## src/rtl/reset_sequencer.sv

```systemverilog
// Board reset sequencer: arbitrates latched reset requests, records the first
// cause and drives the board reset through hold / wait-release / settle.
module reset_sequencer #(
    parameter int unsigned          NUM_SRC      = 4,
    parameter int unsigned          CNT_WIDTH    = 8,
    parameter logic [CNT_WIDTH-1:0] HOLD_TICKS   = CNT_WIDTH'(10),
    parameter logic [CNT_WIDTH-1:0] SETTLE_TICKS = CNT_WIDTH'(4)
) (
    input  logic               clk,
    input  logic               rst,
    input  logic               ce,
    input  logic [NUM_SRC-1:0] req,
    input  logic [NUM_SRC-1:0] req_mask,
    input  logic               cause_clr,
    output logic               reset_out_n,
    output logic               busy,
    output logic [NUM_SRC-1:0] ack,
    output logic [NUM_SRC-1:0] cause,
    output logic               cause_valid
);

    localparam logic [1:0] ST_IDLE     = 2'd0;
    localparam logic [1:0] ST_ASSERT   = 2'd1;
    localparam logic [1:0] ST_WAIT_REL = 2'd2;
    localparam logic [1:0] ST_SETTLE   = 2'd3;

    logic [1:0]           state_q, state_d;
    logic [CNT_WIDTH-1:0] cnt_q, cnt_d;
    logic                 reset_out_n_q, reset_out_n_d;
    logic                 busy_q, busy_d;
    logic [NUM_SRC-1:0]   ack_q, ack_d;
    logic [NUM_SRC-1:0]   cause_q, cause_d;
    logic                 cause_valid_q, cause_valid_d;

    logic [NUM_SRC-1:0]   act_c;
    logic [NUM_SRC-1:0]   lowest_c;

    // Enabled requests and their highest-priority (lowest index) member.
    always_comb begin
        act_c    = req & req_mask;
        lowest_c = act_c & (~act_c + NUM_SRC'(1));
    end

    // Next-state, counter, cause capture and registered-output precompute.
    always_comb begin
        state_d       = state_q;
        cnt_d         = cnt_q;
        ack_d         = '0;
        cause_d       = cause_q;
        cause_valid_d = cause_valid_q;

        case (state_q)
            ST_IDLE: begin
                if (act_c != '0) begin
                    state_d = ST_ASSERT;
                    cnt_d   = '0;
                end
            end
            ST_ASSERT: begin
                // Hold length depends only on ticks, never on requests.
                if (cnt_q == HOLD_TICKS) begin
                    state_d = ST_WAIT_REL;
                    ack_d   = act_c;
                end else if (ce) begin
                    cnt_d = cnt_q + CNT_WIDTH'(1);
                end
            end
            ST_WAIT_REL: begin
                if (act_c == '0) begin
                    state_d = ST_SETTLE;
                    cnt_d   = '0;
                end
            end
            ST_SETTLE: begin
                if (cnt_q == SETTLE_TICKS) begin
                    state_d = ST_IDLE;
                end else if (ce) begin
                    cnt_d = cnt_q + CNT_WIDTH'(1);
                end
            end
            default: begin
                state_d = ST_ASSERT;
                cnt_d   = '0;
            end
        endcase

        // A capture in IDLE beats a simultaneous clear; otherwise clear wins.
        if ((state_q == ST_IDLE) && (act_c != '0) && (!cause_valid_q || cause_clr)) begin
            cause_d       = lowest_c;
            cause_valid_d = 1'b1;
        end else if (cause_clr) begin
            cause_d       = '0;
            cause_valid_d = 1'b0;
        end

        reset_out_n_d = (state_d == ST_IDLE) || (state_d == ST_SETTLE);
        busy_d        = (state_d != ST_IDLE);
    end

    // State and output registers; reset starts a full power-on sequence.
    always_ff @(posedge clk or posedge rst) begin
        if (rst) begin
            state_q       <= ST_ASSERT;
            cnt_q         <= '0;
            reset_out_n_q <= 1'b0;
            busy_q        <= 1'b1;
            ack_q         <= '0;
            cause_q       <= '0;
            cause_valid_q <= 1'b0;
        end else begin
            state_q       <= state_d;
            cnt_q         <= cnt_d;
            reset_out_n_q <= reset_out_n_d;
            busy_q        <= busy_d;
            ack_q         <= ack_d;
            cause_q       <= cause_d;
            cause_valid_q <= cause_valid_d;
        end
    end

    assign reset_out_n = reset_out_n_q;
    assign busy        = busy_q;
    assign ack         = ack_q;
    assign cause       = cause_q;
    assign cause_valid = cause_valid_q;

endmodule
```

## config.mk

```make
export PLATFORM = sky130hd
export DESIGN_NAME = reset_sequencer
export DESIGN_NICKNAME = d
export VERILOG_FILES = /design/src/rtl/reset_sequencer.sv
export SDC_FILE = /design/constraint.sdc
export NUM_CORES = 1
export LEC_CHECK = 0
export ABC_CLOCK_PERIOD_IN_PS = 1700
export BUFFER_PORTS_ARGS = -buffer_cell sky130_fd_sc_hd__buf_2
export CAP_MARGIN = 10
export CORE_MARGIN = 4
export CORE_UTILIZATION = 47
export DETAILED_ROUTE_END_ITERATION = 7
export PLACE_DENSITY_LB_ADDON = 0.1
export SLEW_MARGIN = 15
export SYNTH_ARGS = -nofsm -noshare
export SYNTH_HDL_FRONTEND = slang
export SYNTH_SLANG_ARGS = --single-unit
```

## constraint.sdc

```tcl
create_clock -name clk -period 1.7 [get_ports clk]
set_clock_uncertainty 0.05 [all_clocks]
set_input_delay 0.17 -clock clk [delete_from_list [all_inputs] [get_ports clk]]
set_output_delay 0.17 -clock clk [all_outputs]
set_load 0.05 [all_outputs]
```

==> summary.md <==
| Metric | Value |
|---|---|
| Status | complete, no violations |
| Clk sinks | 21 |
| Post-route cell area | 0.00141 mm² |
| Compound-Gate Fraction of Synth Area | approximately a fifth |
| Met2 WL | 1.24 mm |
| XOR/XNOR Fraction of Synth Area | less than 1% |
| DP HPWL | 1.75 mm |
| Critical Path Fanout Max | 7 |
| Final WS setup | 0.00963 ns |
| Worst slew pin tran | ~0.37 ns |
| N_diodes | 0 |
| Critical Path AT | 1.83 ns |
| Num rows | 16 |
| Async SR Flop Fraction | 100% |
| Final min period | 1.69 ns |
| Worst-path clk slew | 0.12 ns |
| Dpl cell area | 0.00131 mm² |
| Simple-Gate Fraction of Synth Area | approximately a fifth |
| Crit end category | register |
| Max-slew headroom | about three quarters |
| Largest net degree at the start of global routing | 22 |
| Uppermost layer routed | met4 |
| RSZ-0062 raised after global routing | true |
| Syn-to-layout area delta | 34.3% |
| Dpl ws | -0.0240 ns |
| Worst setup SP type | register |
| Vias post-DR | around 980 |
| Fraction of layout cells with a size suffix above 1 | 43.2% |
| Drt first pass iters | 4 |
| Slowest CP cell | dfrtp_2 |
| IO Pins | 23 |
| Root buf cell | clkbuf_4 |
| Pins Over Slew Limit | 0 |
| Most frequent cells in the layout | buf_2, buf_4, dfrtp_1 |
| CP Data Required Time | 1.84 ns |
| Number of global-route vias before repair | between 900 and 1,000 |
| Dominant cell type by area after synthesis | dfrtp_1 |
| Final setup viols | 0 |
| Min-Delay Path Class | in -> reg |
| Wire per inst | 13.6 µm |
| Finished Layout Cells | 175 |
| Die X | 55.3 µm |
| Maximum VDD drop | 1.03 mV |
| Crit path buffers/inverters | 0 |
| Commonest non-fill, non-tap cell in the layout | buf_2 |
| Number of synthesized flops with an enable pin | 0 |
| CTS tree | yes |
| Worst r2r dst | cnt_q[1] |
| Yosys synthesis warning count | 0 |
| LEAKAGE | between 0.7 and 0.8 nW |
| Met3 WL | approximately 170 µm |
| Cell count after placement | 168 |
| Port-buffer cells | 22 |
| WP depth | 5 |
| #FFs+latches synth | 21 |
| First-pass GRT wire length | 3.91 mm |
| Layout filler cell count | 175 |
| Post-synth top flop | dfrtp_1 |
| Final #Nets | 164 |
| Initial DRC Count | 14 |
| Number of antenna violations at the first check in global routing | 0 |
| Reg2Reg Setup Slack | 0.01 ns |
| CTS buffer count | 3 |
| Worst setup path startpoint | cnt_q[1] |
| Mux cell area share after synthesis | 0% |
| Routed vias/inst | between 5 and 6 |
| Dominant cells by area after synthesis | dfrtp_1, dfstp_2, nand2_1 |
| Largest family of logic cells by synthesized area | compound AO/OA/AOI/OAI gates |
| Launching point of the worst reg2reg path | cnt_q[1] |
| CP Cell Sequence | ha_4 > nand4bb_1 > a211oi_2 > a211o_2 > a211o_1 |
| Mean cell area of the mapped netlist | 10.0 µm² |
| Clock Tree Buf Depth | 2 |
| Fin Hold WS | about 0.04 ns |
| DRC Markers | 0 |
| Power, Total | ~2.0 mW |
| Pwr dens | about 1400 mW/mm² |
| Total track usage | 15.2% |
| Area share of the largest cell type after synthesis | 45.3% |
| Initial Util | 51.4% |
| Final Hold Viols | 0 |
| Sequential area share after synthesis | about half |
| Final WL | 2.38 mm |
| Met1 wire length | about 950 µm |
| Largest stage delay, worst path | 0.45 ns |
| FF/Latch Area | approximately 530 µm² |
| Post-Syn Nets | 120 |
| Netlist cell types | 42 |
| ANT nets after route | 0 |
| Synth Instances | approximately 110 |
| Util after Layout | 69.1% |
| Max-cap violation count | 0 |
| Multi-input logic area | 533 µm² |
| Crit path to | cnt_q[1] |
| Die Y | 55.3 µm |
| Critical path class | reg -> reg |
| Die area | 0.00305 mm² |
| CTS HTree Levels | 1 |
| Synth Cell Area | about 0.0010 mm² |
| GPL Wtd Cong | 0.839 |
| GRT Residual Overflow | 0 |
| Synth Area in Adders | 3.58% |
| Final setup TNS | 0 ns |
| Highest Clock Rate | 592 MHz |
| CORE AREA | 0.00204 mm² |
| Tcrit/Tclk final | 99.4% |
| Crit path max-delay family | compound AO/OA/AOI/OAI gates |
| Reg2Reg Depth | 5 |
| Worst-Skew Late Latency | roughly 0.3 ns |
metal layers:
| metal | track usage [%] | up-vias |
|---|---|---|
| met5 | 0 | - |
| met4 | 5.90 | 0 |
| met3 | 3.26 | 4 |
| met2 | 26.5 | 35 |
| met1 | 18.2 | 470 |
| li1 | - | 475 |
cells by family (layout without fill, tap and decap cells):
family	Yosys count	count (layout)
buffers and inverters	10	53
adder cells (fa/ha/maj)	3	3
XOR/XNOR	1	1
AND/OR/NAND/NOR	41	41
AO/OA/AOI/OAI	29	29
flip-flops	21	21
worst min path at each step:
| stage | cells after the start | slack [ns] | end | startpoint |
|---|---|---|---|---|
| after floorplan | 1 | 0.1 | ack[0] | rst |
| after global placement | 3 | 0.15 | cnt_q[7] | rst |
| after detailed placement | 3 | 0.16 | cnt_q[3] | rst |
| after CTS | 3 | 0.04 | ack[3] | req_mask[3] |
| after global routing | 3 | 0.08 | ack[3] | req_mask[3] |
| final | 3 | 0.04 | ack[3] | req_mask[3] |
flip-flops by register name (all words and copies together) (netlist names):
signal	count
ack	4
state_q	2
cause_valid	1
busy	1
cnt_q	8
reset_out_n	1
cause	4
cell usage after synthesis, drive strengths merged (2+ instances only):
cell	count
a211o	4
a21oi	3
a31oi	3
and3	2
clkbuf	2
dfrtp	19
dfstp	2
ha	3
inv	8
nand2	11
nand3	3
nor2	9
nor3	3
o21ai	5
o2bb2ai	2
or3	2
cell type report:
cell class / instances / share of cell area, %
Tap cell: 27 / 2.40
Multi-Input combinational cell: 74 / 37.8
Timing Repair Buffer: 41 / 18.1
Inverter: 8 / 2.13
Clock inverter: 1 / 0.355
Sequential cell: 21 / 37.6
Clock buffer: 3 / 1.60
power breakdown:
group | switching, mW | internal (mW) | total, mW
sequential | 0.103 | 0.629 | 0.732
combinational | 0.530 | 0.456 | 0.986
clock | 0.148 | 0.0877 | 0.236
worst register-to-register path, cell delays in order (launching register included):
cell,delay [ns]
dfrtp_2,0.45
ha_4,0.17
nand4bb_1,0.13
a211oi_2,0.10
a211o_2,0.39
a211o_1,0.31
what timing repair did:
action	4_1_cts	5_1_grt
hold buffers	1	0
setup buffers	1	1
gates cloned	0	0
setup endpoints to repair	4	12
hold endpoints to repair	19	0
gates resized for setup	2	12
pin swaps	1	7
Note: power is estimated with default switching activity, not from simulation.
